`config.mk`:
```
export PLATFORM = sky130hd
export DESIGN_NAME = axis_switch_simple_2x1
export DESIGN_NICKNAME = d
export VERILOG_FILES = /design/src/rtl/axis_switch_simple_pkg.sv /design/src/rtl/axis_switch_simple_rr_arb.sv /design/src/rtl/axis_switch_simple_2x1.sv
export SDC_FILE = /design/constraint.sdc
export NUM_CORES = 1
export LEC_CHECK = 0
export ABC_AREA = 1
export ABC_CLOCK_PERIOD_IN_PS = 1400
export CORE_MARGIN = 2
export CORE_UTILIZATION = 30
export CTS_CLUSTER_DIAMETER = 60
export DETAILED_ROUTE_END_ITERATION = 7
export PLACE_DENSITY = 0.68
export REMOVE_ABC_BUFFERS = 1
export SLEW_MARGIN = 20
export SYNTH_ARGS = -nofsm -noshare
export SYNTH_HDL_FRONTEND = slang
export SYNTH_SLANG_ARGS = --single-unit
```
`constraint.sdc`:
```
create_clock -name aclk -period 1.4 [get_ports aclk]
set_input_delay 0.14 -clock aclk [delete_from_list [all_inputs] [get_ports aclk]]
set_output_delay 0.14 -clock aclk [all_outputs]
set_load 0.005 [all_outputs]
```
`src/rtl/axis_switch_simple_pkg.sv`:
```
// Shared types and constants for the simple 2x1 AXI-Stream merge switch.
package axis_switch_simple_pkg;

   typedef enum logic [1:0] {
      ST_IDLE = 2'd0,
      ST_GNT0 = 2'd1,
      ST_GNT1 = 2'd2
   } state_t;

   localparam logic [1:0] GNT_NONE = 2'b00;
   localparam logic [1:0] GNT_S0   = 2'b01;
   localparam logic [1:0] GNT_S1   = 2'b10;

   // One-hot grant seen by the datapath for a given arbiter state.
   function automatic logic [1:0] grant_of(input state_t s);
      logic [1:0] g;
      case (s)
         ST_GNT0: g = GNT_S0;
         ST_GNT1: g = GNT_S1;
         default: g = GNT_NONE;
      endcase
      return g;
   endfunction

endpackage

```
`src/rtl/axis_switch_simple_rr_arb.sv`:
```
// Packet-level round-robin arbiter: picks an input in IDLE, holds it until the
// tlast beat is accepted, and remembers the winner for the next tie.
module axis_switch_simple_rr_arb
   import axis_switch_simple_pkg::*;
(
   input  logic       aclk,
   input  logic       areset,
   input  logic       req0,
   input  logic       req1,
   input  logic       beat_accepted,
   input  logic       beat_last,
   output logic [1:0] grant
);

   state_t state;
   state_t state_next;
   logic   last_grant;       // 0 = s0 won last, 1 = s1 won last
   logic   last_grant_next;

   always_ff @(posedge aclk) begin
      if (areset) begin
         state      <= ST_IDLE;
         last_grant <= 1'b1;
         grant      <= GNT_NONE;
      end else begin
         state      <= state_next;
         last_grant <= last_grant_next;
         grant      <= grant_of(state_next);
      end
   end

   always_comb begin
      state_next      = state;
      last_grant_next = last_grant;
      case (state)
         ST_IDLE: begin
            if (req0 && req1) begin
               // tie goes to whichever input did not own the previous packet
               state_next = last_grant ? ST_GNT0 : ST_GNT1;
            end else if (req0) begin
               state_next = ST_GNT0;
            end else if (req1) begin
               state_next = ST_GNT1;
            end
         end
         ST_GNT0: begin
            if (beat_accepted && beat_last) begin
               state_next      = ST_IDLE;
               last_grant_next = 1'b0;
            end
         end
         ST_GNT1: begin
            if (beat_accepted && beat_last) begin
               state_next      = ST_IDLE;
               last_grant_next = 1'b1;
            end
         end
         default: begin
            state_next = ST_IDLE;
         end
      endcase
   end

endmodule

```
`src/rtl/axis_switch_simple_2x1.sv`:
```
// 2-input, 1-output AXI-Stream merge switch with packet round-robin arbitration
// and a single registered output stage.
module axis_switch_simple_2x1
   import axis_switch_simple_pkg::*;
#(
   parameter int unsigned DATAW = 24
) (
   input  logic               aclk,
   input  logic               areset,
   input  logic               s0_en,
   input  logic               s1_en,

   input  logic [DATAW-1:0]   s0_axis_tdata,
   input  logic               s0_axis_tvalid,
   output logic               s0_axis_tready,
   input  logic               s0_axis_tuser,
   input  logic               s0_axis_tlast,
   input  logic [DATAW/8-1:0] s0_axis_tstrb,
   input  logic [DATAW/8-1:0] s0_axis_tkeep,
   input  logic               s0_axis_tid,
   input  logic               s0_axis_tdest,

   input  logic [DATAW-1:0]   s1_axis_tdata,
   input  logic               s1_axis_tvalid,
   output logic               s1_axis_tready,
   input  logic               s1_axis_tuser,
   input  logic               s1_axis_tlast,
   input  logic [DATAW/8-1:0] s1_axis_tstrb,
   input  logic [DATAW/8-1:0] s1_axis_tkeep,
   input  logic               s1_axis_tid,
   input  logic               s1_axis_tdest,

   output logic [DATAW-1:0]   m_axis_tdata,
   output logic               m_axis_tvalid,
   input  logic               m_axis_tready,
   output logic               m_axis_tuser,
   output logic               m_axis_tlast,
   output logic [DATAW/8-1:0] m_axis_tstrb,
   output logic [DATAW/8-1:0] m_axis_tkeep,
   output logic               m_axis_tid,
   output logic               m_axis_tdest,

   output logic [1:0]         grant
);

   localparam int unsigned KEEPW = DATAW / 8;

   logic             req0;
   logic             req1;
   logic             out_free;
   logic             acc0;
   logic             acc1;
   logic             beat_accepted;
   logic             beat_last;
   logic [DATAW-1:0] sel_tdata;
   logic             sel_tuser;
   logic [KEEPW-1:0] sel_tstrb;
   logic [KEEPW-1:0] sel_tkeep;
   logic             sel_tid;
   logic             sel_tdest;

   assign req0 = s0_en & s0_axis_tvalid;
   assign req1 = s1_en & s1_axis_tvalid;

   axis_switch_simple_rr_arb u_arb (
      .aclk          (aclk),
      .areset        (areset),
      .req0          (req0),
      .req1          (req1),
      .beat_accepted (beat_accepted),
      .beat_last     (beat_last),
      .grant         (grant)
   );

   // Output register can take a beat when empty or draining this cycle.
   always_comb begin
      out_free       = ~m_axis_tvalid | m_axis_tready;
      s0_axis_tready = ~areset & (grant == GNT_S0) & out_free;
      s1_axis_tready = ~areset & (grant == GNT_S1) & out_free;
      acc0           = s0_axis_tvalid & s0_axis_tready;
      acc1           = s1_axis_tvalid & s1_axis_tready;
      beat_accepted  = acc0 | acc1;
   end

   always_comb begin
      sel_tdata = s0_axis_tdata;
      sel_tuser = s0_axis_tuser;
      beat_last = s0_axis_tlast;
      sel_tstrb = s0_axis_tstrb;
      sel_tkeep = s0_axis_tkeep;
      sel_tid   = s0_axis_tid;
      sel_tdest = s0_axis_tdest;
      if (grant == GNT_S1) begin
         sel_tdata = s1_axis_tdata;
         sel_tuser = s1_axis_tuser;
         beat_last = s1_axis_tlast;
         sel_tstrb = s1_axis_tstrb;
         sel_tkeep = s1_axis_tkeep;
         sel_tid   = s1_axis_tid;
         sel_tdest = s1_axis_tdest;
      end
   end

   always_ff @(posedge aclk) begin
      if (areset) begin
         m_axis_tdata  <= '0;
         m_axis_tvalid <= 1'b0;
         m_axis_tuser  <= 1'b0;
         m_axis_tlast  <= 1'b0;
         m_axis_tstrb  <= '0;
         m_axis_tkeep  <= '0;
         m_axis_tid    <= 1'b0;
         m_axis_tdest  <= 1'b0;
      end else if (beat_accepted) begin
         m_axis_tdata  <= sel_tdata;
         m_axis_tvalid <= 1'b1;
         m_axis_tuser  <= sel_tuser;
         m_axis_tlast  <= beat_last;
         m_axis_tstrb  <= sel_tstrb;
         m_axis_tkeep  <= sel_tkeep;
         m_axis_tid    <= sel_tid;
         m_axis_tdest  <= sel_tdest;
      end else if (m_axis_tready) begin
         m_axis_tvalid <= 1'b0;
      end
   end

endmodule

```
==> summary.md <==
| Metric | Value |
|---|---|
| Slowest stage cell on the critical path | `dfxtp_4` |
| Final Non-Filler Cells | `460` |
| Drt wl/cell | `14.7 um` |
| YS warnings | `0` |
| Io pins | `114` |
| Initial antenna violation count | `0` |
| DR vias | `2,288` |
| Share of cells above drive strength 1 | `15.1%` |
| Final core occ | `58.4%` |
| Avg Inst Size Synth | `7.48 sq um` |
| Die width | `82.9 um` |
| Pleak | `1.47 nW` |
| Status | `complete, but fails checks` |
| Failing checks | `setup timing` |
| Gpl congestion | `0.758` |
| Slew @ Worst Pin | `335 ps` |
| P_sw | `0.791 mW` |
| Tmin final | `1420 ps` |
| Syn Inst Count | `250` |
| Synth top area share | `42.8%` |
| Length of the first detailed-routing pass in iterations | `4` |
| Clk buf depth | `2` |
| Switching share of power | `27.3%` |
| Synth cell count leaders | `nand2_1 (51), dfxtp_1 (40), nand3_1 (38)` |
| RSZ-0062 raised after global routing | `true` |
| Final WS setup | `-23.8 ps` |
| Max-slew headroom | `77.6%` |
| Final hold vios | `0` |
| Port Buffers | `113` |
| Synth unique cells | `21` |
| Fin Clk Skew | `7.95 ps` |
| Die Ht | `82.9 um` |
| Flops & latches, synth | `40` |
| Row count | `28` |
| Final ANT Viol Nets | `0` |
| Synth top area cells | `dfxtp_1 (43%), a31oi_1 (11%), nand2_1 (10%)` |
| Cell Int Power | `2.10 mW` |
| Synthesized area | `1870 sq um` |
| Initial Util | `31.4%` |
| Number of remaining DRC errors | `0` |
| Clk sink count | `40` |
| DR vias/cell | `4.97` |
| DPL Wire Length | `4360 um` |
| GRT Util Overall | `18.1%` |
| CTS root buffer | `clkbuf_8` |
| Final worst path period share | `102%` |
| Critical path type | `register to register` |
| Maximum clock frequency | `702 MHz` |
| Startpoint types | `register` |
| Pins over their slew limit | `0` |
| CP peak stage delay | `370 ps` |
| Combinational share of power | `28.8%` |
| Peak VDD IR | `0.425 mV` |
| Final net count | `463` |
| Antenna Cells | `0` |
| Critical path, cell by cell | `buf_6 -> nor2_4 -> nand4_4 -> nand2_4 -> buf_12 -> buf_8 -> o21ai_0 -> a31oi_1` |
| WP data required | `1620 ps` |
| EDFF count, synth | `0` |
| Crit path arrival time | `1640 ps` |
| First-pass GRT wire length | `10,300 um` |
| Largest area contributor in the netlist | `dfxtp_1` |
| Async SR Flop Fraction | `0%` |
| PwrDens | `832 nW/um^2` |
| Sequential power share | `43.3%` |
| Hold buffer count at cts | `0` |
| Sequential cell area fraction in the yosys report | `42.8%` |
| CTS buffer count | `5` |
| CTS tree | `built` |
| Core Footprint | `5960 sq um` |
| Clk Latency, worst-skew pair | `300 ps` |
| Hold crit path type | `primary input to register` |
| Drt total wl | `6770 um` |
| DR iter-0 viols | `158` |
| Post-Place Cells | `436` |
| Predominant post-synthesis flop cell | `dfxtp_1` |
| Pin count of the biggest net entering global routing | `37` |
| Setup crit end kind | `register` |
| Clock power frac | `27.9%` |
| Final Power | `2.89 mW` |
| Setup-failing EPs final | `9` |
| Clock transition at the registers of the reported paths | `80 ps` |
| Fin Hold WS | `411 ps` |
| Global route overflow | `0` |
| Top-count cell post-synth | `nand2_1` |
| Vias in the first global route | `2,095` |
| Worst Path Max Fanout | `8` |
| # H-tree levels | `2` |
| Syn-to-layout area delta | `86.1%` |
| Max cap viols | `0` |
| Die area | `6880 sq um` |
logic make-up (layout without fill, tap and decap cells):
logic type      Yosys count  in the layout  share of synthesized area [%]
simple gates            101            101                           24.6
compound gates           71             71                           21.2
flops                    40             40                           42.8
buf+inv                  34            169                           8.63
fa+ha+maj                 4              4                           2.68
per-layer routing:
layer	vias up	part of all wire, %	GRT usage [%]
li1	1139	-	-
met1	1057	44	23.3
met2	83	48	29.5
met3	9	6.6	5.37
met4	0	1.3	5.07
met5	-	0	0
worst max-delay path, delay by kind of cell, from the launching register on:
| family | cells | cell delay, ps |
|---|---|---|
| compound gates | 2 | 240 |
| buf+inv | 3 | 370 |
| simple gates | 3 | 370 |
| flops | 1 | 370 |
area by class of cell:
| class | count | area [sq um] |
|---|---|---|
| well taps | 75 | 93.8 |
| flip-flops and latches | 40 | 810 |
| fillers | 554 | 2480 |
| inverters | 14 | 55.1 |
| clock buffers | 8 | 90.1 |
| repair buffers | 147 | 1490 |
| multi-input cells | 176 | 941 |
flip-flops by register name, summed over array words and instances (netlist names):
name / cells
m_axis_tid: 1
m_axis_tstrb: 3
m_axis_tkeep: 3
m_axis_tdata: 24
u_arb.grant: 2
m_axis_tvalid: 1
m_axis_tuser: 1
m_axis_tlast: 1
m_axis_tdest: 1
u_arb.last_grant: 1
u_arb.state: 2
through the flow:
step                area, sq um  setup WS (ps)  TNS [ps]
floorplan                  1760          -1250    -41840
global placement           3150           -198     -6600
detailed placement         3150           -233     -8030
CTS                        3280          -3.26     -3.26
global route               3480          -88.5     -1690
finish                     3480          -23.8     -96.3
power by group through the flow:
stage               Sequential [mW]  Clock [mW]  Combinational [mW]
floorplan                      1.30           0               0.243
global placement               1.28           0               0.737
detailed placement             1.28           0               0.743
CTS                            1.25       0.834               0.770
global route                   1.26       0.878               0.916
finish                         1.25       0.806               0.833
path summary, 6_finish.rpt:
check	slack (ps)	start	cells past startpoint	endpoint
max	-20	u_arb.grant[1]	8	m_axis_tdata[15]
min	410	s0_axis_tdata[10]	3	m_axis_tdata[10]
max reg2reg	-20	u_arb.grant[1]	8	m_axis_tdata[15]
min reg2reg	460	u_arb.last_grant	2	u_arb.last_grant
what timing repair did:
action	CTS	global route
gates cloned	0	4
gates resized for setup	13	20
buffers inserted	4	9
hold endpoints to repair	0	0
setup endpoints to repair	31	41
pin swaps	1	3
cells in the final DEF, fill, tap and decap left out, types with 4 or more instances in the layout:
| cell type | count |
|---|---|
| nand3_1 | 38 |
| buf_4 | 23 |
| clkbuf_8 | 6 |
| inv_1 | 12 |
| dfxtp_1 | 35 |
| ha_1 | 4 |
| o21ai_0 | 32 |
| dfxtp_2 | 4 |
| nand2_1 | 50 |
| clkdlybuf4s50_1 | 109 |
| buf_6 | 4 |
| a31oi_1 | 33 |
(Power assumes the default switching activity.)
